<file path="config.mk">
export PLATFORM = sky130hd
export DESIGN_NAME = frequency_meter
export DESIGN_NICKNAME = d
export VERILOG_FILES = /design/src/rtl/frequency_meter.sv
export SDC_FILE = /design/constraint.sdc
export NUM_CORES = 1
export LEC_CHECK = 0
export BUFFER_PORTS_ARGS = -buffer_cell sky130_fd_sc_hd__buf_2
export CAP_MARGIN = 20
export CORE_UTILIZATION = 45
export DETAILED_ROUTE_END_ITERATION = 10
export PLACE_DENSITY = 0.75
export SLEW_MARGIN = 20
export SYNTH_ARGS = -nofsm -noshare
export SYNTH_HDL_FRONTEND = slang
export SYNTH_SLANG_ARGS = --single-unit
</file>
<file path="constraint.sdc">
create_clock -name clk_in -period 2.8 [get_ports clk_in]
set_input_delay 0.28 -clock clk_in [delete_from_list [all_inputs] [get_ports clk_in]]
set_output_delay 0.28 -clock clk_in [all_outputs]
set_load 0.01 [all_outputs]
</file>
<file path="src/rtl/frequency_meter.sv">
// frequency_meter: measures rise-to-rise period and high time of sig_in in clk_in cycles.
// The synchroniser latency is constant, so it cancels out of both measurements.
module frequency_meter #(
  parameter int unsigned CNT_W       = 16,
  parameter int unsigned SYNC_STAGES = 2
) (
  input  logic             clk_in,
  input  logic             rst,
  input  logic             sig_in,
  output logic [CNT_W-1:0] period,
  output logic [CNT_W-1:0] high_time,
  output logic             valid,
  output logic             locked,
  output logic             timeout
);

  localparam logic [CNT_W-1:0] CNT_MAX = '1;
  localparam logic [CNT_W-1:0] CNT_ONE = CNT_W'(1);

  localparam logic [0:0] IDLE    = 1'b0;
  localparam logic [0:0] MEASURE = 1'b1;

  logic [SYNC_STAGES-1:0] sync_q;
  logic                   s_d_q;
  logic                   s;
  logic                   rise;

  logic [CNT_W-1:0] cnt_q, cnt_d;
  logic [CNT_W-1:0] hcnt_q, hcnt_d;
  logic             cnt_max;

  logic [0:0]       state_q, state_d;
  logic [CNT_W-1:0] period_q, period_d;
  logic [CNT_W-1:0] high_q, high_d;
  logic             valid_q, valid_d;
  logic             locked_q, locked_d;
  logic             timeout_q, timeout_d;

  assign s       = sync_q[SYNC_STAGES-1];
  assign rise    = s & ~s_d_q;
  assign cnt_max = (cnt_q == CNT_MAX);

  // Synchroniser chain plus one delay flop for edge detection
  always_ff @(posedge clk_in or posedge rst) begin
    if (rst) begin
      sync_q <= '0;
      s_d_q  <= 1'b0;
    end else begin
      sync_q <= {sync_q[SYNC_STAGES-2:0], sig_in};
      s_d_q  <= s;
    end
  end

  // Period and high-time counters: reload on rise, saturate at all-ones
  always_comb begin
    cnt_d  = cnt_q;
    hcnt_d = hcnt_q;
    if (rise) begin
      cnt_d  = CNT_ONE;
      hcnt_d = CNT_ONE;
    end else begin
      if (!cnt_max) begin
        cnt_d = cnt_q + CNT_ONE;
      end
      if (s && (hcnt_q != CNT_MAX)) begin
        hcnt_d = hcnt_q + CNT_ONE;
      end
    end
  end

  // Measurement FSM: first rise arms, later rises report, saturation without a rise times out
  always_comb begin
    state_d   = state_q;
    period_d  = period_q;
    high_d    = high_q;
    valid_d   = 1'b0;
    locked_d  = locked_q;
    timeout_d = 1'b0;
    case (state_q)
      IDLE: begin
        locked_d = 1'b0;
        if (rise) begin
          state_d = MEASURE;
        end
      end
      MEASURE: begin
        if (rise) begin
          period_d = cnt_q;
          high_d   = hcnt_q;
          valid_d  = 1'b1;
          locked_d = 1'b1;
        end else if (cnt_max) begin
          timeout_d = 1'b1;
          locked_d  = 1'b0;
          state_d   = IDLE;
        end
      end
      default: begin
        state_d  = IDLE;
        locked_d = 1'b0;
      end
    endcase
  end

  // Counter, state and output registers
  always_ff @(posedge clk_in or posedge rst) begin
    if (rst) begin
      cnt_q     <= '0;
      hcnt_q    <= '0;
      state_q   <= IDLE;
      period_q  <= '0;
      high_q    <= '0;
      valid_q   <= 1'b0;
      locked_q  <= 1'b0;
      timeout_q <= 1'b0;
    end else begin
      cnt_q     <= cnt_d;
      hcnt_q    <= hcnt_d;
      state_q   <= state_d;
      period_q  <= period_d;
      high_q    <= high_d;
      valid_q   <= valid_d;
      locked_q  <= locked_d;
      timeout_q <= timeout_d;
    end
  end

  assign period    = period_q;
  assign high_time = high_q;
  assign valid     = valid_q;
  assign locked    = locked_q;
  assign timeout   = timeout_q;

endmodule
</file>
* Word-level counts from Yosys, hierarchy flattened
Index checks and enable logic that the tools add are counted.
** Cells by class
- $add $sub $neg :: 2
- $mul :: 0
- Divide/modulo/power cells :: 0
- Order comparisons :: 0
- Equality and inequality tests :: 4
- Shifts and indexed selects :: 0
- Multiplexer cells :: 15
- Bitwise operators :: 3
- Reductions and logical operators :: 3
** Operator list (number)
- two-way mux 16 bit :: 4
- adder 16 x 1 -> 16 bit (second input constant) :: 2
- == test 16 bit (second input constant) :: 1
- != test 16 bit (second input constant) :: 1
- two-way mux 1 bit :: 9
- one-hot mux 1 bit (2 select lines) :: 2
- != test 3 bit (second input constant) :: 1
- != test 2 bit (second input constant) :: 1
- NOT 1 bit :: 2
- AND reduction 2 bit :: 1
- nonzero test 2 bit :: 1
- bitwise AND 1 bit :: 1
- logical AND 1 bit :: 1
** Storage, ports and cells
- Flip-flop bits (word level) :: 71
- Bits in latches :: 0
- RAM bits :: 0
- Memory bits (read-only) :: 0
- Input bits :: 3
- Output and inout bits :: 35
- Word-level logic and storage cells :: 37
- Memories :: 0

* Logic depth before layout (Yosys ltp)
Gate-level depths: netlist of run 1.
- Depth in word-level cells :: 4
- Gate-level depth with buffers :: 8
- Gate-level depth less buffers :: 5

* Worst setup path before layout of run 1
OpenSTA, ideal clock, no wires.
- Path type :: reg-to-reg
- Start :: register s_d_q
- End :: register high_q[0], in the netlist high_time[0]
- Data arrival time :: 1561 ps
- Required time :: 2675 ps
- Slack :: 1114 ps
- Cell stages (with the launch flop) :: 8
- Buffers on the path :: 4
- Period minus slack after synthesis :: 1686 ps
- Cell sequence :: dfrtp_1 > clkbuf_1 > nor2b_1 > buf_2 > nand2_1 > buf_2 > buf_2 > mux2_2
** Between the ends
- Cells in the longest elaborated chain, start to end :: 3
** Ends and longest elaborated chain
- start: declaration :: RTL line 24 : logic s_d_q;
- start signal: assignment :: RTL line 50 : s_d_q <= s;
- NOT 1 bit :: RTL line 40 : assign rise = s & ~s_d_q;
- bitwise AND 1 bit :: RTL line 40
- AND reduction 2 bit (no source line)
- end signal: assignment :: RTL line 121 : high_q <= high_d;
- end: declaration :: RTL line 34 : logic [CNT_W-1:0] high_q, high_d;
Every way passes these cells.
A chain may end at the register's enable or synchronous reset.

* Final worst setup path of run 1
- Start :: register hcnt_q[0]
- End :: register hcnt_q[1]
** Between the ends
- Cells in the longest elaborated chain, start to end :: 3
- Elaborated cells between the ends (all ways) :: 6
- Those cells by class :: 1 x add/sub; 1 x eq/ne; 2 x mux; 2 x reduce/logical
** Ends and longest elaborated chain
- start: declaration :: RTL line 29 : logic [CNT_W-1:0] hcnt_q, hcnt_d;
- start signal: assignment :: RTL line 118 : hcnt_q <= hcnt_d;
- adder 16 x 1 -> 16 bit / != test 16 bit (equally long branches) :: RTL line 66, 65
- two-way mux 16 bit / logical AND 1 bit (equally long branches) :: RTL line 65 : if (s && (hcnt_q != CNT_MAX)) begin
- two-way mux 16 bit / nonzero test 2 bit (equally long branches)
Several ways; a longest one is shown, not always the timed one. The select of a mux whose other input is x is not followed.

==> results of run 1 <==
==> synth_stat cells, drive strengths merged (7+ instances only) <==
| master | number |
|---|---|
| nand2 | 30 |
| dfrtp | 71 |
| nor3 | 10 |
| nor2 | 12 |
| buf | 7 |
| inv | 8 |
| mux2 | 27 |
| clkbuf | 8 |
| nand3 | 14 |
| o21ai | 16 |
| nand4 | 7 |
| a21oi | 13 |
| a31oi | 8 |
==> worst min path at each step <==
stage,startpoint,endpoint,slack [ps],cells after the start
2_1_floorplan,sig_in,sync_q[0]$_DFF_PP0_,310,0
3_3_place_gp,rst,high_time[4]$_DFFE_PP0P_,320,2
3_5_place_dp,rst,high_time[4]$_DFFE_PP0P_,330,2
6_report,sig_in,sync_q[0]$_DFF_PP0_,30,1
5_1_grt,sig_in,sync_q[0]$_DFF_PP0_,10,1
4_1_cts,sig_in,sync_q[0]$_DFF_PP0_,20,1
==> through the flow <==
stage	cell area [um^2]	worst slack (ps)	cells	total power, mW	util [%]
floorplan	3310	723	303	1.41	-
global placement	3580	890	426	1.51	51.6
detailed placement	3580	886	426	1.51	51.6
CTS	3790	868	443	2.34	54.6
global route	3790	704	443	2.44	54.6
finish	3790	865	443	2.32	54.6
==> cells by family after synthesis <==
kind of cell | after synthesis | share of synthesized area (%)
adder cells (fa/ha/maj) | 2 | 0.757
AND/OR/NAND/NOR | 102 | 16.8
flip-flops | 71 | 53.7
AO/OA/AOI/OAI | 72 | 15.1
buffers and inverters | 24 | 2.99
multiplexers | 30 | 10.1
XOR/XNOR | 2 | 0.530
==> report_power, final <==
group          internal [mW]  leakage (nW)  switching, mW
Clock                  0.434        0.0916          0.396
Sequential              1.12         0.949          0.110
Combinational          0.131         0.692          0.136
==> cell type report <==
type                    count  share of cell area, %
flip-flops and latches     71                   46.8
multi-input cells         208                   37.7
repair buffers             43                   6.14
clock buffers              11                   3.73
well taps                  96                   3.17
clock inverters             5                   1.52
inverters                   9                  0.891
==> per-layer routing <==
metal,wire length (um),vias up
met3,303,17
met2,3260,82
met5,0,-
met1,3110,1248
li1,-,1218
met4,191,0
==> registers in the layout, summed over array words and instances (netlist names) <==
signal and flops:
cnt_q 16, hcnt_q 16, high_time 16, period 16, sync_q 2, locked 1
s_d_q 1, state_q 1, timeout 1, valid 1
==> timing repair <==
action                                  in CTS  in global routing
hold buffers                                 1                  0
endpoints found under the setup margin       0                  0
endpoints found under the hold margin       21                  0
==> worst max-delay path, cell delays in order, from the launching register on <==
cell	delay, ps
dfrtp_1	500
ha_1	280
nand4_1	170
nor3_2	400
a21oi_1	220
a22o_1	270
==> results.yml, run 1 <==
pwr:
  leakage_nw: 1.73
  peakVddDrop_v: 0.000440
  power_density_nw_per_um2: 612
finish:
  multi_input_area_um2: 1430
  ff_latch_area_um2: 1780
  layout_commonest_cell: "dfrtp_1"
  fillers: 626
  nets: 347
  drive_gt1_share_pct: 27.1
  most-common-layout-cells: "dfrtp_1 (71), buf_2 (37), nand2_1 (30)"
  num_antenna_cells: 0
  area.growth.synth_to_final_pct: 14.7
synthesis:
  ys_ff_latch: 71
  synth_enable_flop_cells: 0
  syn-cell-area_um2: 3310
  syn_nets: 308
  synthArstFlopShare_pct: 100
  netlist.area_leader.share_pct: 53.7
  yosysTopAreaCell: "dfrtp_1"
  ys.flop_type: "dfrtp_1"
  synth_area_leaders: "dfrtp_1 (54%), mux2_2 (9.2%), nand2_1 (3.4%)"
  yosysSeqAreaShare_pct: 53.7
  synthCells: 303
  synth_warnings: 0
  synth_area_per_cell_um2: 10.9
  synth_cell_types: 55
timing:
  hold_violations: 0
  relSlewSlack_pct: 65.3
  clock.fmax_mhz: 517
  maxSlewViolCount: 0
  finalClockSkew_ps: 7.54
  setup_viol: 0
  finalSetupTns_ps: 0
  holdWs_ps: 33.3
  period_share_pct: 69.1
  finalCriticalPeriod_ps: 1930
  rsz0062_at_grt: "false"
  worst_pin_slew_ps: 517
global_routing:
  met2_usage_pct: 30.7
  antenna_found_initial: 0
  grtUsageTotal_pct: 20.0
  first_global_vias: 2421
  grt_pass1_wl_mm: 11.7
  overflow: 0
  use_met3_pct: 5.09
  grt_max_degree: 29
  busiest_layer: "met2"
  met1_usage_pct: 26.6
placement:
  place.port_buffers: 37
  dp_hpwl_mm: 4.80
  gp_congestion: 0.869
setup_path:
  start_kind: "flip-flop"
  worstSetupPathType: "flip-flop to flip-flop"
  reg2reg_depth: 5
  crit_path_end: "hcnt_q[1]$_DFFE_PP0P_"
  regToRegStartpoint: "hcnt_q[0]$_DFFE_PP0P_"
  r2r-end: "hcnt_q[1]$_DFFE_PP0P_"
  critPathLaunch: "hcnt_q[0]$_DFFE_PP0P_"
  critPathCaptureType: "flip-flop"
  rrSetupSlack_ps: 870
  path_max_fanout: 8
  critPathArrivalTime_ps: 2180
  required_ps: 3040
detailed_routing:
  drt_iter0_drc: 155
  drt_first_pass_iters: 4
  vias: 2565
  remaining_drc_errors: 0
  ant_nets: 0
  totalWireLength_mm: 6.87
  wl_per_cell_um: 15.5
  via_per_inst: 5.79
clock_tree:
  clk_pin_slew_ps: 70
  cts_tree: "done"
  cts_made_buffers: 9
  cts_max_level: 3
  cts_setup_buffers: 0
  cts_buffer_depth: 2
  cts.root.buffer_cell: "clkbuf_8"
  cts_sinks: 71
  clk_latency_ps: 350
  cts.repair.resized: 0
floorplanning:
  die_h_um: 87.7
  ioPinCount: 38
  die_w_um: 87.7
  start_util_pct: 47.6
  dieArea_um2: 7690
  floorplan.rows: 30
  core_um2: 6940
run:
  cap_violations: 0
worst_hold_path:
  hold_path.class: "input port to flip-flop"
outcome:
  status: "finished clean"
Note: power is estimated with default switching activity, not from simulation.
==> inputs of run 2 (changes only) <==
Settings changed: ABC_AREA from default to 1.
Clock period 2.8 ns to 1.9 ns, I/O delays scaled along.
==> results.yml, run 2 <==
setup_path:
  path_max_fanout: 8
  required_ps: 2170
  crit_path_end: "cnt_q[1]$_DFFE_PP0P_"
  worstSetupPathType: "flip-flop to flip-flop"
  regToRegStartpoint: "cnt_q[0]$_DFFE_PP0P_"
  critPathCaptureType: "flip-flop"
  rrSetupSlack_ps: 180
  start_kind: "flip-flop"
  reg2reg_depth: 8
  r2r-end: "cnt_q[1]$_DFFE_PP0P_"
  critPathArrivalTime_ps: 2000
  critPathLaunch: "cnt_q[0]$_DFFE_PP0P_"
floorplanning:
  die_w_um: 88.0
  die_h_um: 88.0
  dieArea_um2: 7740
  floorplan.rows: 30
  core_um2: 6980
  start_util_pct: 47.7
  ioPinCount: 38
placement:
  dp_hpwl_mm: 5.02
  place.port_buffers: 37
  pre_cts_ws_ps: 69.5
  gp_congestion: 0.911
detailed_routing:
  via_per_inst: 5.01
  totalWireLength_mm: 6.98
  drt_iter0_drc: 129
  drt_first_pass_iters: 4
  wl_per_cell_um: 12.3
  vias: 2851
  remaining_drc_errors: 0
  ant_nets: 0
finish:
  nets: 474
  ff_latch_area_um2: 1780
  num_antenna_cells: 0
  drive_gt1_share_pct: 15.4
  fillers: 681
  area.growth.synth_to_final_pct: 15.8
  layout_commonest_cell: "nand2_1"
  most-common-layout-cells: "nand2_1 (162), dfrtp_1 (71), inv_1 (44)"
  final_core_util_pct: 55.2
  multi_input_area_um2: 1340
worst_hold_path:
  hold_path.class: "flip-flop to flip-flop"
synthesis:
  yosysMostFrequentCell: "nand2_1"
  syn-cell-area_um2: 3330
  syn_nets: 425
  ys.flop_type: "dfrtp_1"
  yosysSeqAreaShare_pct: 53.4
  synthCells: 420
  synth_common_cells: "nand2_1 (162), dfrtp_1 (71), inv_1 (45)"
  yosysTopAreaCell: "dfrtp_1"
  synth_area_leaders: "dfrtp_1 (53%), nand2_1 (18%), o21ai_0 (5.4%)"
  synth_cell_types: 25
  netlist.area_leader.share_pct: 53.4
  synth_enable_flop_cells: 0
  synth_warnings: 0
  ys_ff_latch: 71
  synthArstFlopShare_pct: 100
  synth_area_per_cell_um2: 7.92
global_routing:
  grt_max_degree: 72
  antenna_found_initial: 0
  grt_pass1_wl_mm: 12.1
  first_global_vias: 2822
  overflow: 0
  grtUsageTotal_pct: 20.5
outcome:
  status: "finished clean"
timing:
  worst_pin_slew_ps: 469
  finalCriticalPeriod_ps: 1720
  relSlewSlack_pct: 68.5
  setup_viol: 0
  period_share_pct: 90.7
  hold_violations: 0
  clock.fmax_mhz: 580
  finalClockSkew_ps: 3.43
  fin_ws_ps: 177
  maxSlewViolCount: 0
clock_tree:
  clk_latency_ps: 340
  cts.root.buffer_cell: "clkbuf_8"
  cts_made_buffers: 9
  cts_buffer_depth: 2
  clk_pin_slew_ps: 70
  cts_max_level: 3
  cts_tree: "done"
  cts_sinks: 71
pwr:
  leakage_nw: 2.03
  power_density_nw_per_um2: 797
  total_power_mw: 3.07
  peakVddDrop_v: 0.000360
run:
  cap_violations: 0
[run 2: cell count changes after synthesis, moves of 5 or more]
cell / change
and3_1: -5
mux2_2: -27
nor3_1: -5
a41oi_1: -5
nor2_1: +15
inv_1: +37
buf_2: -6
nand2_1: +132
o21ai_1: +6
o21ai_0: +20
a21oi_1: -13
nand3_1: +11
[run 2: worst min path at each step]
stage | startpoint | endpoint | slack (ps) | cells after the start
after global routing | sync_q[0]$_DFF_PP0_ | sync_q[1]$_DFF_PP0_ | 370 | 0
final | sync_q[0]$_DFF_PP0_ | sync_q[1]$_DFF_PP0_ | 350 | 0
after CTS | sync_q[0]$_DFF_PP0_ | sync_q[1]$_DFF_PP0_ | 350 | 0
after floorplan | sig_in | sync_q[0]$_DFF_PP0_ | 220 | 0
after detailed placement | sig_in | sync_q[0]$_DFF_PP0_ | 300 | 1
after global placement | sig_in | sync_q[0]$_DFF_PP0_ | 300 | 1
[run 2: repair_timing]
action	in CTS	in global routing
gates resized for setup	0	1
hold endpoints to repair	72	0
endpoints found under the setup margin	0	14
hold buffers	2	0
setup buffers	0	1
[run 2: cells by family after synthesis]
family	count (synthesis)	synth area share [%]
AND/OR/NAND/NOR	240	31.1
flip-flops	71	53.4
buffers and inverters	57	6.69
AO/OA/AOI/OAI	48	7.48
XOR/XNOR	2	0.527
adder cells (fa/ha/maj)	2	0.752
[run 2: final cells by class]
cell class,instances,area share (%)
timing repair buffer,47,7.21
clock inverter,1,0.130
inverter,48,4.78
multi-input combinational,292,34.7
sequential,71,46.1
clock buffer,14,3.96
tap,96,3.12
[run 2: per-stage QoR]
| stage | instances | TNS [ps] | hold WS (ps) | instance area (um^2) |
|---|---|---|---|---|
| global placement | 551 | 0 | 300 | 3660 |
| finish | 569 | 0 | 352 | 3850 |
| global route | 569 | -25.7 | 372 | 3850 |
| detailed placement | 551 | 0 | 302 | 3660 |
| CTS | 568 | 0 | 353 | 3840 |
| floorplan | 420 | 0 | 221 | 3330 |
[run 2: power breakdown]
part / total, mW / leakage [nW] / internal (mW) / switching [mW]
Sequential: 1.69 / 0.956 / 1.61 / 0.0787
Clock: 1.03 / 0.0805 / 0.503 / 0.523
Combinational: 0.352 / 0.993 / 0.130 / 0.222
[run 2: critical path: stages, from the launching register on]
cell and delay [ps]:
dfrtp_1 400, ha_1 240, nand2_1 90, inv_1 70
nand2_1 80, nor2_2 290, nand4_1 160, buf_4 200
o21ai_1 110
[run 2: layer usage]
| metal | global-route usage [%] | share of wire [%] | vias to the layer above |
|---|---|---|---|
| li1 | - | - | 1431 |
| met1 | 24.4 | 44 | 1340 |
| met2 | 34.1 | 50 | 58 |
| met3 | 5.66 | 3.9 | 22 |
| met4 | 10.3 | 2.8 | 0 |
| met5 | 0 | 0 | - |
==> inputs of run 3 (changes only) <==
Settings changed: CORE_UTILIZATION 45 to 55, PLACE_DENSITY 0.75 to 0.87.
==> results.yml, run 3 (synthesized netlist as in run 2, its figures left out) <==
outcome:
  status: "finished clean"
finish:
  fillers: 453
  multi_input_area_um2: 1340
  drive_gt1_share_pct: 16.2
  area.growth.synth_to_final_pct: 16.5
  num_antenna_cells: 0
  layout_commonest_cell: "nand2_1"
  nets: 475
  ff_latch_area_um2: 1780
  most-common-layout-cells: "nand2_1 (162), dfrtp_1 (71), inv_1 (44)"
pwr:
  peakVddDrop_v: 0.000577
  leakage_nw: 2.05
  power_density_nw_per_um2: 837
setup_path:
  critPathArrivalTime_ps: 1990
  required_ps: 2170
  start_kind: "flip-flop"
  critPathCaptureType: "flip-flop"
  worstSetupPathType: "flip-flop to flip-flop"
  path_max_fanout: 6
clock_tree:
  cts_max_level: 3
  cts_tree: "done"
  cts_buffer_depth: 2
  cts.root.buffer_cell: "clkbuf_8"
  cts_sinks: 71
  clk_pin_slew_ps: 70
  clk_latency_ps: 350
  cts_made_buffers: 9
timing:
  finalSetupTns_ps: 0
  hold_violations: 0
  finalClockSkew_ps: 7.70
  maxSlewViolCount: 0
  fin_ws_ps: 183
  clock.fmax_mhz: 583
  worst_pin_slew_ps: 589
  finalCriticalPeriod_ps: 1720
  period_share_pct: 90.3
  rsz0062_at_grt: "false"
  setup_viol: 0
  holdWs_ps: 358
  relSlewSlack_pct: 60.6
global_routing:
  grt_max_degree: 47
  antenna_found_initial: 0
  grt_pass1_wl_mm: 12.8
  overflow: 0
  first_global_vias: 2799
  grtUsageTotal_pct: 26.8
worst_hold_path:
  hold_path.class: "flip-flop to flip-flop"
detailed_routing:
  via_per_inst: 5.36
  totalWireLength_mm: 7.29
  vias: 2934
  remaining_drc_errors: 0
  ant_nets: 0
  drt_iter0_drc: 186
  wl_per_cell_um: 13.3
  drt_first_pass_iters: 4
floorplanning:
  start_util_pct: 58.6
  core_um2: 5680
  ioPinCount: 38
  floorplan.rows: 27
  dieArea_um2: 6360
  die_h_um: 79.8
  die_w_um: 79.8
placement:
  place.port_buffers: 37
  pre_cts_ws_ps: -3.18
  dp_hpwl_mm: 5.29
  gp_congestion: 0.893
run:
  cap_violations: 0
==> run 3: cell types whose count changed in the layout (fill, tap and decap cells not counted) <==
cell / delta
clkinvlp_4: +1
clkbuf_1: -1
ha_2: +1
bufinv_16: +1
nor2_4: +1
nand3_2: +1
buf_12: +1
nor2_2: -1
nand3_4: -1
ha_1: -1
==> run 3: power by group <==
part,total (mW),switching [mW],internal (mW)
sequential,1.70,0.0884,1.61
clock,1.19,0.545,0.642
combinational,0.360,0.229,0.131
total,3.25,0.862,2.38
==> run 3: per-layer routing <==
metal | up-vias | wire length [um] | GRT usage [%]
li1 | 1431 | - | -
met1 | 1379 | 3210 | 34.8
met2 | 109 | 3480 | 42.1
met3 | 15 | 460 | 5.94
met4 | 0 | 140 | 13.6
met5 | - | 0 | 0
==> run 3: what timing repair did <==
action / CTS / global route
hold buffers: 2 / 0
resized for setup: 0 / 2
setup buffers: 3 / 0
endpoints found under the hold margin: 25 / 0
endpoints found under the setup margin: 1 / 14
pin swaps: 1 / 1
==> run 3: worst max-delay path: stages, from the launching register on <==
cell and delay, ps:
dfrtp_1 400, ha_2 230, nand2_1 70, inv_1 80, nand2_1 120, nor2_4 190, nand4_1 250, buf_4 250
o21ai_0 60
==> run 3: worst paths after layout <==
check,startpoint,to,slack (ps),depth (start not counted)
setup / recovery,cnt_q[0]$_DFFE_PP0P_,cnt_q[4]$_DFFE_PP0P_,180,8
hold / removal,sync_q[0]$_DFF_PP0_,sync_q[1]$_DFF_PP0_,360,0
setup reg to reg,cnt_q[0]$_DFFE_PP0P_,cnt_q[4]$_DFFE_PP0P_,180,8
hold reg to reg,sync_q[0]$_DFF_PP0_,sync_q[1]$_DFF_PP0_,360,0
max in group asynchronous,rst,period[2]$_DFFE_PP0P_,850,4
min in group asynchronous,rst,hcnt_q[9]$_DFFE_PP0P_,440,3
==> run 3: cell type report <==
cell class	count	area share (%)
tap	72	2.32
multi-input combinational	292	34.5
clock buffer	13	3.84
clock inverter	3	1.10
timing repair buffer	48	7.68
sequential	71	45.9
inverter	48	4.75
==> run 3: per-stage QoR <==
| stage | utilization [%] | power (mW) | std cells | cell area (um^2) |
|---|---|---|---|---|
| 6_report | 68.3 | 3.25 | 547 | 3870 |
| 5_1_grt | 68.3 | 3.40 | 547 | 3870 |
| 4_1_cts | 68.1 | 3.26 | 547 | 3870 |
| 3_5_place_dp | 64.0 | 2.09 | 526 | 3630 |
| 3_3_place_gp | 64.0 | 2.06 | 526 | 3630 |
| 2_1_floorplan | - | 1.94 | 420 | 3330 |
